===== config.mk =====
export PLATFORM = sky130hd
export DESIGN_NAME = md_issue_ctrl
export DESIGN_NICKNAME = d
export VERILOG_FILES = /design/src/rtl/md_issue_ctrl.sv
export SDC_FILE = /design/constraint.sdc
export NUM_CORES = 1
export LEC_CHECK = 0
export BUFFER_PORTS_ARGS = -buffer_cell sky130_fd_sc_hd__clkbuf_2
export CAP_MARGIN = 10
export CORE_ASPECT_RATIO = 1.5
export CORE_UTILIZATION = 35
export DETAILED_ROUTE_END_ITERATION = 16
export PLACE_DENSITY = 0.78
export RECOVER_POWER = 100
export SLEW_MARGIN = 25
export SYNTH_ARGS = -nofsm -noshare
export SYNTH_HDL_FRONTEND = slang
export SYNTH_SLANG_ARGS = --single-unit

===== constraint.sdc =====
create_clock -name clk -period 1.62 [get_ports clk]
set_input_delay 0.243 -clock clk [delete_from_list [all_inputs] [get_ports clk]]
set_output_delay 0.243 -clock clk [all_outputs]
set_load 0.01 [all_outputs]

===== src/rtl/md_issue_ctrl.sv =====
`default_nettype none
// +------------------------------------------------------------------------+
// | Module      : md_issue_ctrl                                            |
// | Description : Pipeline-side initiator for the multiply/divide unit.    |
// |               Issues a one-cycle start for mult/multu/div/divu in E,   |
// |               tracks the outstanding op against md_busy, stalls D on   |
// |               HI/LO-class instructions, and runs a latency watchdog    |
// |               and an issued-operation counter.                         |
// | Options     : define MD_STALL_CNT_EN to add the 32-bit stall_cnt port. |
// | Revision    : 1.0 - initial release                                    |
// +------------------------------------------------------------------------+
module md_issue_ctrl #(
  parameter int TIMEOUT = 32,  // must be >= 2: watchdog count 0 marks the grace cycle
  parameter int CNT_W   = 16
) (
  input  logic             clk,
  input  logic             reset,
  input  logic [31:0]      instr_d,
  input  logic [31:0]      instr_e,
  input  logic             valid_e,
  input  logic             flush,
  input  logic             md_busy,
  output logic             md_start,
  output logic [31:0]      md_ir,
  output logic             stall_d,
  output logic             md_pending,
  output logic             md_timeout,
  output logic [CNT_W-1:0] issue_cnt
`ifdef MD_STALL_CNT_EN
  ,
  output logic [31:0]      stall_cnt
`endif
);

  // Watchdog only has to count up to TIMEOUT-1 before it either fires or the unit goes idle.
  localparam int                c_WD_W    = (TIMEOUT > 2) ? $clog2(TIMEOUT) : 1;
  localparam logic [c_WD_W-1:0] c_WD_LAST = c_WD_W'(TIMEOUT - 1);

  // Opcode field and funct groups: op class is funct 0110xx, move class is 0100xx.
  localparam logic [5:0] c_OPC_SPECIAL = 6'b000000;
  localparam logic [3:0] c_FN_OP_GRP   = 4'b0110;
  localparam logic [3:0] c_FN_MOVE_GRP = 4'b0100;

  typedef enum logic [0:0] {
    S_IDLE = 1'b0,
    S_BUSY = 1'b1
  } state_t;

  state_t             r_state;
  logic [c_WD_W-1:0]  r_wd;
  logic               r_timeout;
  logic [CNT_W-1:0]   r_issue_cnt;

  logic w_op_e;
  logic w_md_d;
  logic w_start;
  logic w_unused_d;

  // mult/multu/div/divu
  function automatic logic f_is_op(input logic [31:0] w);
    return (w[31:26] == c_OPC_SPECIAL) && (w[5:2] == c_FN_OP_GRP);
  endfunction

  // mfhi/mthi/mflo/mtlo
  function automatic logic f_is_move(input logic [31:0] w);
    return (w[31:26] == c_OPC_SPECIAL) && (w[5:2] == c_FN_MOVE_GRP);
  endfunction

  assign w_op_e  = f_is_op(instr_e);
  assign w_md_d  = f_is_op(instr_d) | f_is_move(instr_d);

  // Register fields of the D-stage word play no part in the decode.
  assign w_unused_d = &{1'b0, instr_d[25:6]};

  // Start is gated by reset so the unit never sees a pulse while both are held in reset.
  assign w_start = reset & (r_state == S_IDLE) & valid_e & ~flush & w_op_e;

  assign md_start   = w_start;
  assign md_ir      = instr_e;
  assign md_pending = (r_state == S_BUSY);
  assign md_timeout = r_timeout;
  assign issue_cnt  = r_issue_cnt;

  // A HI/LO-class instruction in D waits while an op is outstanding or being issued this cycle.
  assign stall_d = w_md_d & ((r_state == S_BUSY) | w_start);

  // Issue/complete tracking, watchdog, sticky timeout flag and issued-op counter.
  always_ff @(posedge clk) begin
    if (!reset) begin
      r_state     <= S_IDLE;
      r_wd        <= '0;
      r_timeout   <= 1'b0;
      r_issue_cnt <= '0;
    end else begin
      case (r_state)
        S_IDLE: begin
          if (w_start) begin
            r_state     <= S_BUSY;
            r_wd        <= '0;
            r_issue_cnt <= r_issue_cnt + 1'b1;
          end
        end
        S_BUSY: begin
          r_wd <= r_wd + 1'b1;
          // Watchdog at zero is the grace cycle: the unit only raises busy at the start edge.
          if (r_wd != '0) begin
            if (!md_busy) begin
              r_state <= S_IDLE;
            end else if (r_wd == c_WD_LAST) begin
              r_timeout <= 1'b1;
              r_state   <= S_IDLE;
            end
          end
        end
        default: r_state <= S_IDLE;
      endcase
    end
  end

`ifdef MD_STALL_CNT_EN
  logic [31:0] r_stall_cnt;

  // Free-running count of D-stage stall cycles, wrapping.
  always_ff @(posedge clk) begin
    if (!reset) begin
      r_stall_cnt <= '0;
    end else if (stall_d) begin
      r_stall_cnt <= r_stall_cnt + 32'd1;
    end
  end

  assign stall_cnt = r_stall_cnt;
`endif

endmodule
`default_nettype wire

Word-level counts from Yosys, hierarchy flattened
Index checks and enable logic that the tools add are counted.
{"block": "totals", "register_bits": 23, "input_bits": 69, "out_inout_bits": 52, "word_cells": 35}
{"block": "classes", "add_sub_neg": 2, "eq_ne": 5, "n_mux": 7, "bitwise": 9, "reduce_logical": 8}
{"operator": "16-bit by 1-bit adder with 16-bit output, second input constant", "count": 1}
{"operator": "4-bit by 3-bit equality test with 1-bit output, second input constant", "count": 3}
{"operator": "6-bit zero test", "count": 2}
{"operator": "5-bit one-hot mux with 2 select lines", "count": 1}
{"operator": "5-bit by 1-bit adder with 5-bit output, second input constant", "count": 1}
{"operator": "1-bit AND", "count": 5}
{"operator": "5-bit equality test, second input constant", "count": 1}
{"operator": "5-bit 2-to-1 mux", "count": 1}
{"operator": "5-bit nonzero test", "count": 1}
{"operator": "1-bit 2-to-1 mux", "count": 4}
{"operator": "4-bit AND reduction", "count": 1}
{"operator": "1-bit logical AND", "count": 3}
{"operator": "2-bit != test, second input constant", "count": 1}
{"operator": "1-bit NOT", "count": 2}
{"operator": "1-bit OR", "count": 2}
{"operator": "1-bit one-hot mux with 2 select lines", "count": 1}
{"operator": "2-bit AND reduction", "count": 1}

Longest topological paths before layout
Gate-level depths: netlist of the first run.
{"block": "depth", "depth_word": 7, "depth_mapped": 7, "mapped_depth_nobuf": 7}

Least setup slack after synthesis of the first run
Ideal clock, no wire load.
{"block": "synth_timing", "path_type": "register to output", "from": "register r_state (netlist: md_pending)", "to": "output stall_d", "arrival_time_ns": 1.476, "t_required_ns": 1.377, "slack_ns": -0.099, "stages_incl_launch_ff": 7, "path_cell_list": "dfxtp_1 -> buf_6 -> and4bb_1 -> nand4_4 -> buf_6 -> clkbuf_1 -> a21oi_1"}
{"block": "synth_via", "elab_chain_len": 7}
{"element": "from (decl)", "line": "49", "source": "state_t r_state;"}
{"element": "from (signal assigned)", "line": "90", "source": "r_state <= S_IDLE;"}
{"element": "from (signal assigned)", "line": "98", "source": "r_state <= S_BUSY;"}
{"element": "from (signal assigned)", "line": "108", "source": "r_state <= S_IDLE;"}
{"element": "1-bit NOT (no source line)"}
{"element": "1-bit AND (4 in series)", "line": "76", "source": "assign w_start = reset & (r_state == S_IDLE) & valid_e & ~flush & w_op_e;"}
{"element": "1-bit OR (*)", "line": "85", "source": "assign stall_d = w_md_d & ((r_state == S_BUSY) | w_start);"}
{"element": "1-bit AND (*)", "line": "85"}
{"element": "to (decl)", "line": "25", "source": "output logic stall_d,"}
Every way passes the cells marked *; elsewhere a longest branch is shown, timed or not.

Final worst setup path of the first run
Same ends and word-level chain as after synthesis.

==> impl_metrics.toml, run 1 <==
[grt]
grt_start_max_net_pins = 14
antenna_found_initial = 0
track_usage = 0.171
grt_pass1_vias = 1272
grt.overflow.total = 0
grt_pass1_wl_mm = 5.53

[die]
dieWidth_um = 54.4
ios = 121
initial_utilization = 0.364
rows = 28
fp.dieArea_um2 = 4380
die_h_um = 80.6
core_area_um2 = 3960

[cts]
numClockSinks = 23
numCtsBuffers = 3
hold_buffers = 0
cts_tree = "done"
cts.root.buffer_cell = "clkbuf_8"
cts_buffer_depth = 2
worstSkewPairLatency_ns = 0.27
clk_pin_slew_ns = 0.09
htreeDepth = 1

[timing]
fin_crit_ns = 1.84
clock_skew_ns = 0.00822
layout_setup_ws_ns = -0.219
max_freq_mhz = 544
slew_viol_final = 0
fin_tns_setup_ns = -1.88
worst_pin_slew_ns = 0.356
fin_crit_sh = 1.14
hold_slack_ns = 0.296
hold_viol = 0
setup_violations = 15
relSlewSlack = 0.759
rsz0062_at_grt = "yes"

[drt]
finalWirelength_mm = 3.67
antenna_left = 0
drt-vias-per-instance = 5.38
first_pass_iters = 4
wl_per_cell_um = 13.9
drc = 0
drtIter0Drc = 34
vias = 1420

[logic_synthesis]
synth_most_common_cell = "buf_4"
synth_seq_area_share = 0.319
synth_compound_area_frac = 0.159
synthCells = 172
synth_area_leader_cell = "dfxtp_1"
synthFlopType = "dfxtp_1"
synth_fa_ha_area_frac = 0.0347
netlist_top_cells_count = "32 x buf_4, 23 x dfxtp_1, 21 x a21oi_1"
yosysWarnings = 0
syn_area_um2 = 1440
synth_xor_area_frac = 0.00608
avgSynthCellArea_um2 = 8.38
synth_seq_cells = 23
yosys.area_share.simple = 0.266
synth.area.mux_share = 0
synth-edff-count = 0
async_flop_share = 0
synth_area_leaders = "dfxtp_1 32%, buf_4 17%, a21oi_1 7.3%, o31ai_1 5.2%, or4_1 4.7%"
synth_top_area_share = 0.319
synth.net_count = 245
synth_top_family_by_area = "simple AND/OR/NAND/NOR gates"
synthDistinctLibCells = 34

[place]
portBuffers = 53
place_ws_ns = -0.168
gp_routability_congestion = 0.766
dp.cells = 252
hpwl_mm = 2.35

[critical_path]
worstPathArrival_ns = 1.60
crit_type = "reg2out"
critPathMaxFanout = 2
critPathCaptureType = "output pin"
worstPathRequired_ns = 1.38
critical_path.startpoint_type = "register"

[power_and_ir_drop]
ir_drop_mv = 0.375
leakagePower_nw = 0.736
power.density_nw_per_um2 = 537

[run]
max-cap-violations = 0

[hold_path]
hp-class = "in2reg"

[outcome]
outcome = "finished with violations"
violations = "setup timing"

[finish]
diodes = 0
drive_gt1_frac = 0.416
area_growth_pct = 30.7
fin_cells = 264
fin_nets = 293
-- layer usage --
| metal | GRT usage | share of wire | up-vias |
|---|---|---|---|
| li1 | - | - | 691 |
| met1 | 0.190 | 0.38 | 666 |
| met5 | 0 | 0 | - |
| met2 | 0.288 | 0.54 | 52 |
| met3 | 0.0189 | 0.051 | 11 |
| met4 | 0.115 | 0.025 | 0 |
-- cells by family after synthesis --
kind of cell | count (synthesis)
XOR/XNOR | 1
flip-flops | 23
adder cells (fa/ha/maj) | 4
buffers and inverters | 46
AO/OA/AOI/OAI | 39
AND/OR/NAND/NOR | 59
-- cell type report --
| type | instances | area, um2 |
|---|---|---|
| Clock buffer | 3 | 41.3 |
| Clock inverter | 1 | 5.00 |
| Fill cell | 406 | 2070 |
| Inverter | 7 | 28.8 |
| Multi-Input combinational cell | 103 | 748 |
| Sequential cell | 23 | 462 |
| Tap cell | 45 | 56.3 |
| Timing Repair Buffer | 82 | 543 |
-- worst max-delay path, cell delays in order (launching register included) --
cell	delay [ns]
dfxtp_2	0.33
and4bb_1	0.30
nand4_4	0.10
buf_12	0.15
buf_8	0.11
buf_6	0.10
a21oi_2	0.09
buf_2	0.13
-- stage by stage --
stage,utilization,total power [mW],instance area (um2)
2_1_floorplan,-,0.675,1460
3_5_place_dp,0.421,0.653,1670
5_1_grt,0.476,1.05,1880
4_1_cts,0.465,1.01,1840
3_3_place_gp,0.421,0.651,1670
6_report,0.476,1.01,1880
-- sequential cells by signal, indices dropped and copies added (netlist names) --
signal and flops:
issue_cnt 16, md_pending 1, md_timeout 1, r_wd 5
-- repair_timing --
item	in CTS	in global routing
gates cloned	1	0
pin swaps	12	8
gates resized for setup	12	18
buffers inserted	7	1
endpoints found under the setup margin	12	19
-- where the power goes --
group,total [mW],switching (mW),internal [mW]
combinational,0.0718,0.0370,0.0347
sequential,0.565,0.0000159,0.565
clock,0.376,0.203,0.172
-- cell usage in the layout, fill, tap and decap left out, types with 2 or more instances in the layout --
cell      synthesis  final
clkbuf_2          0     33
dfxtp_1          23     22
nand3_1          10      9
buf_6             2      6
nand2_1          10     10
nor2_1            5      5
clkbuf_1          4     18
inv_1             7      6
or4_4             0      3
ha_1              4      4
nor3_1            2      2
a21oi_2           0      6
nor4b_2           2      2
and3_1            2      2
o21ai_0           5      5
nand4b_1          2      2
clkbuf_8          0      3
o31ai_2           0      2
buf_12            0      2
o31ai_1          10      8
a21oi_1          21     15
buf_4            32     20
or4_1             9      6
nand4_1           4      4
-- path summary, 6_finish.rpt --
kind	start	end	slack (ns)	depth (start not counted)
hold / removal	reset	issue_cnt[13]	0.30	3
setup / recovery	md_pending	stall_d	-0.22	7
setup reg to reg	md_pending	issue_cnt[3]	-0.18	6
hold reg to reg	md_timeout	md_timeout	0.48	2
(Power assumes the default switching activity.)
==> run 2, diff against run 1 <==
==> constraint.sdc (replaced) <==
create_clock -name clk -period 1.62 [get_ports clk]
set_input_delay 0.243 -clock clk [delete_from_list [all_inputs] [get_ports clk]]
set_output_delay 0.243 -clock clk [all_outputs]
set_load 0.1 [all_outputs]
==> run 2 against run 1 <==
  * The run still ends with setup timing left
  * Fmax rose by 2.0%
  * First-iteration DRC count rose by 8.8%
  * Register-to-register slack improved by 0.04 ns
  * Clock power fell by 2%
  * Critical path depth fell by 1
  * Clock skew fell by 0.0056 ns
  * Die area did not move
  * Sequential share of layout area rose by 2.1 points
==> impl_metrics.toml, run 2 (same netlist as run 1, synthesis figures left out) <==
[outcome]
violations = "setup timing"
outcome = "finished with violations"

[die]
dieWidth_um = 54.4
ios = 121
initial_utilization = 0.364
rows = 28
die_h_um = 80.6
fp.dieArea_um2 = 4380
core_area_um2 = 3960

[cts]
worstSkewPairLatency_ns = 0.27
cts.root.buffer_cell = "clkbuf_8"
htreeDepth = 1
cts_buffer_depth = 2
clk_pin_slew_ns = 0.08
numCtsBuffers = 3
cts_tree = "done"
numClockSinks = 23

[power_and_ir_drop]
switching_power_mw = 0.320
internal_power_mw = 0.764
p_total_mw = 1.08
ir_drop_mv = 0.290
leakagePower_nw = 0.727
clkPwrFrac = 0.339
p_comb_frac = 0.151
sequentialPowerShare = 0.510
power.density_nw_per_um2 = 583
swShare = 0.295

[timing]
fin_tns_setup_ns = -1.44
setup_violations = 13
fin_crit_sh = 1.11
layout_setup_ws_ns = -0.182
relSlewSlack = 0.634
max_freq_mhz = 555
worst_pin_slew_ns = 0.552
fin_crit_ns = 1.80
hold_viol = 0
slew_viol_final = 0
clock_skew_ns = 0.00260
rsz0062_at_grt = "yes"

[drt]
first_pass_iters = 4
drt-vias-per-instance = 5.25
wl_per_cell_um = 13.1
vias = 1348
drc = 0
antenna_left = 0
finalWirelength_mm = 3.37
drtIter0Drc = 37

[place]
portBuffers = 53
place_ws_ns = -0.187
gp_routability_congestion = 0.817
hpwl_mm = 2.43
place_area_um2 = 1700

[critical_path]
critical_path.startpoint_type = "register"
r2r_slack_ns = -0.14
worstPathRequired_ns = 1.38
critPathCaptureType = "output pin"
critPathMaxFanout = 5
worstPathArrival_ns = 1.56
crit_type = "reg2out"

[finish]
drive_gt1_frac = 0.472
final_util = 0.469
layout_common_cells = "44 x clkbuf_2, 17 x a21oi_1, 17 x buf_4"
largest_reg_flops = 16
fin_area_um2 = 1860
diodes = 0
layout_commonest_cell = "clkbuf_2"
fin_nets = 286
area_growth_pct = 28.9

[grt]
grt_pass1_vias = 1246
antenna_found_initial = 0
grt_start_max_net_pins = 13
grt.overflow.total = 0
track_usage = 0.159
grt_pass1_wl_mm = 5.24

[run]
max-cap-violations = 0

[hold_path]
hp-class = "in2reg"
[run 2: cell count changes in the layout (fill, tap and decap cells not counted), sizes merged]
cell,previous run,this run
buf,30,23
clkbuf,54,55
clkinv,1,0
clkinvlp,0,1
inv,7,6
[run 2: timing repair]
action / in CTS / in global routing
pin swaps: 9 / 6
buffers inserted: 5 / 2
setup endpoints to repair: 11 / 15
hold buffers: 0 / 0
gates cloned: 1 / 0
gates resized for setup: 3 / 9
hold endpoints to repair: 0 / 0
[run 2: worst max-delay path, cell delays in order, from the launching register on]
cell,delay (ns)
dfxtp_4,0.35
and4bb_1,0.30
nand4_4,0.12
buf_12,0.16
buf_6,0.11
clkinvlp_4,0.08
buf_12,0.17
[run 2: path summary, 6_finish.rpt]
kind                                 start       endpoint  depth (start not counted)
worst max-delay path            md_pending       md_start                          6
worst min-delay path                 reset  issue_cnt[13]                          3
worst max register to register  md_pending  issue_cnt[10]                          6
worst min register to register  md_timeout     md_timeout                          2
[run 2: area by class of cell]
class,instances,area (um2)
clock buffers,4,45.0
fillers,407,2100
inverters,7,30.0
multi-input cells,103,728
flip-flops and latches,23,494
well taps,45,56.3
repair buffers,75,504
[run 2: through the flow]
step | hold WS, ns | std cells
global route | 0.329 | 257
floorplan | 0.360 | 172
global placement | 0.458 | 245
CTS | 0.312 | 255
detailed placement | 0.464 | 245
finish | 0.307 | 257
[run 2: routing by layer]
layer | GRT usage | routed length [um] | share of wire | vias to the layer above
met5 | 0 | 0 | 0 | -
met4 | 0.0590 | 39 | 0.012 | 0
met3 | 0.0246 | 136 | 0.040 | 7
met2 | 0.294 | 1880 | 0.56 | 30
met1 | 0.170 | 1310 | 0.39 | 635
li1 | - | - | - | 676
[run 2: power groups by stage]
stage               Combinational (mW)  Sequential, mW  Clock [mW]
finish                           0.164           0.553       0.368
global route                     0.170           0.553       0.391
CTS                              0.166           0.548       0.371
detailed placement               0.166           0.561           0
global placement                 0.163           0.561           0
floorplan                        0.388           0.561           0
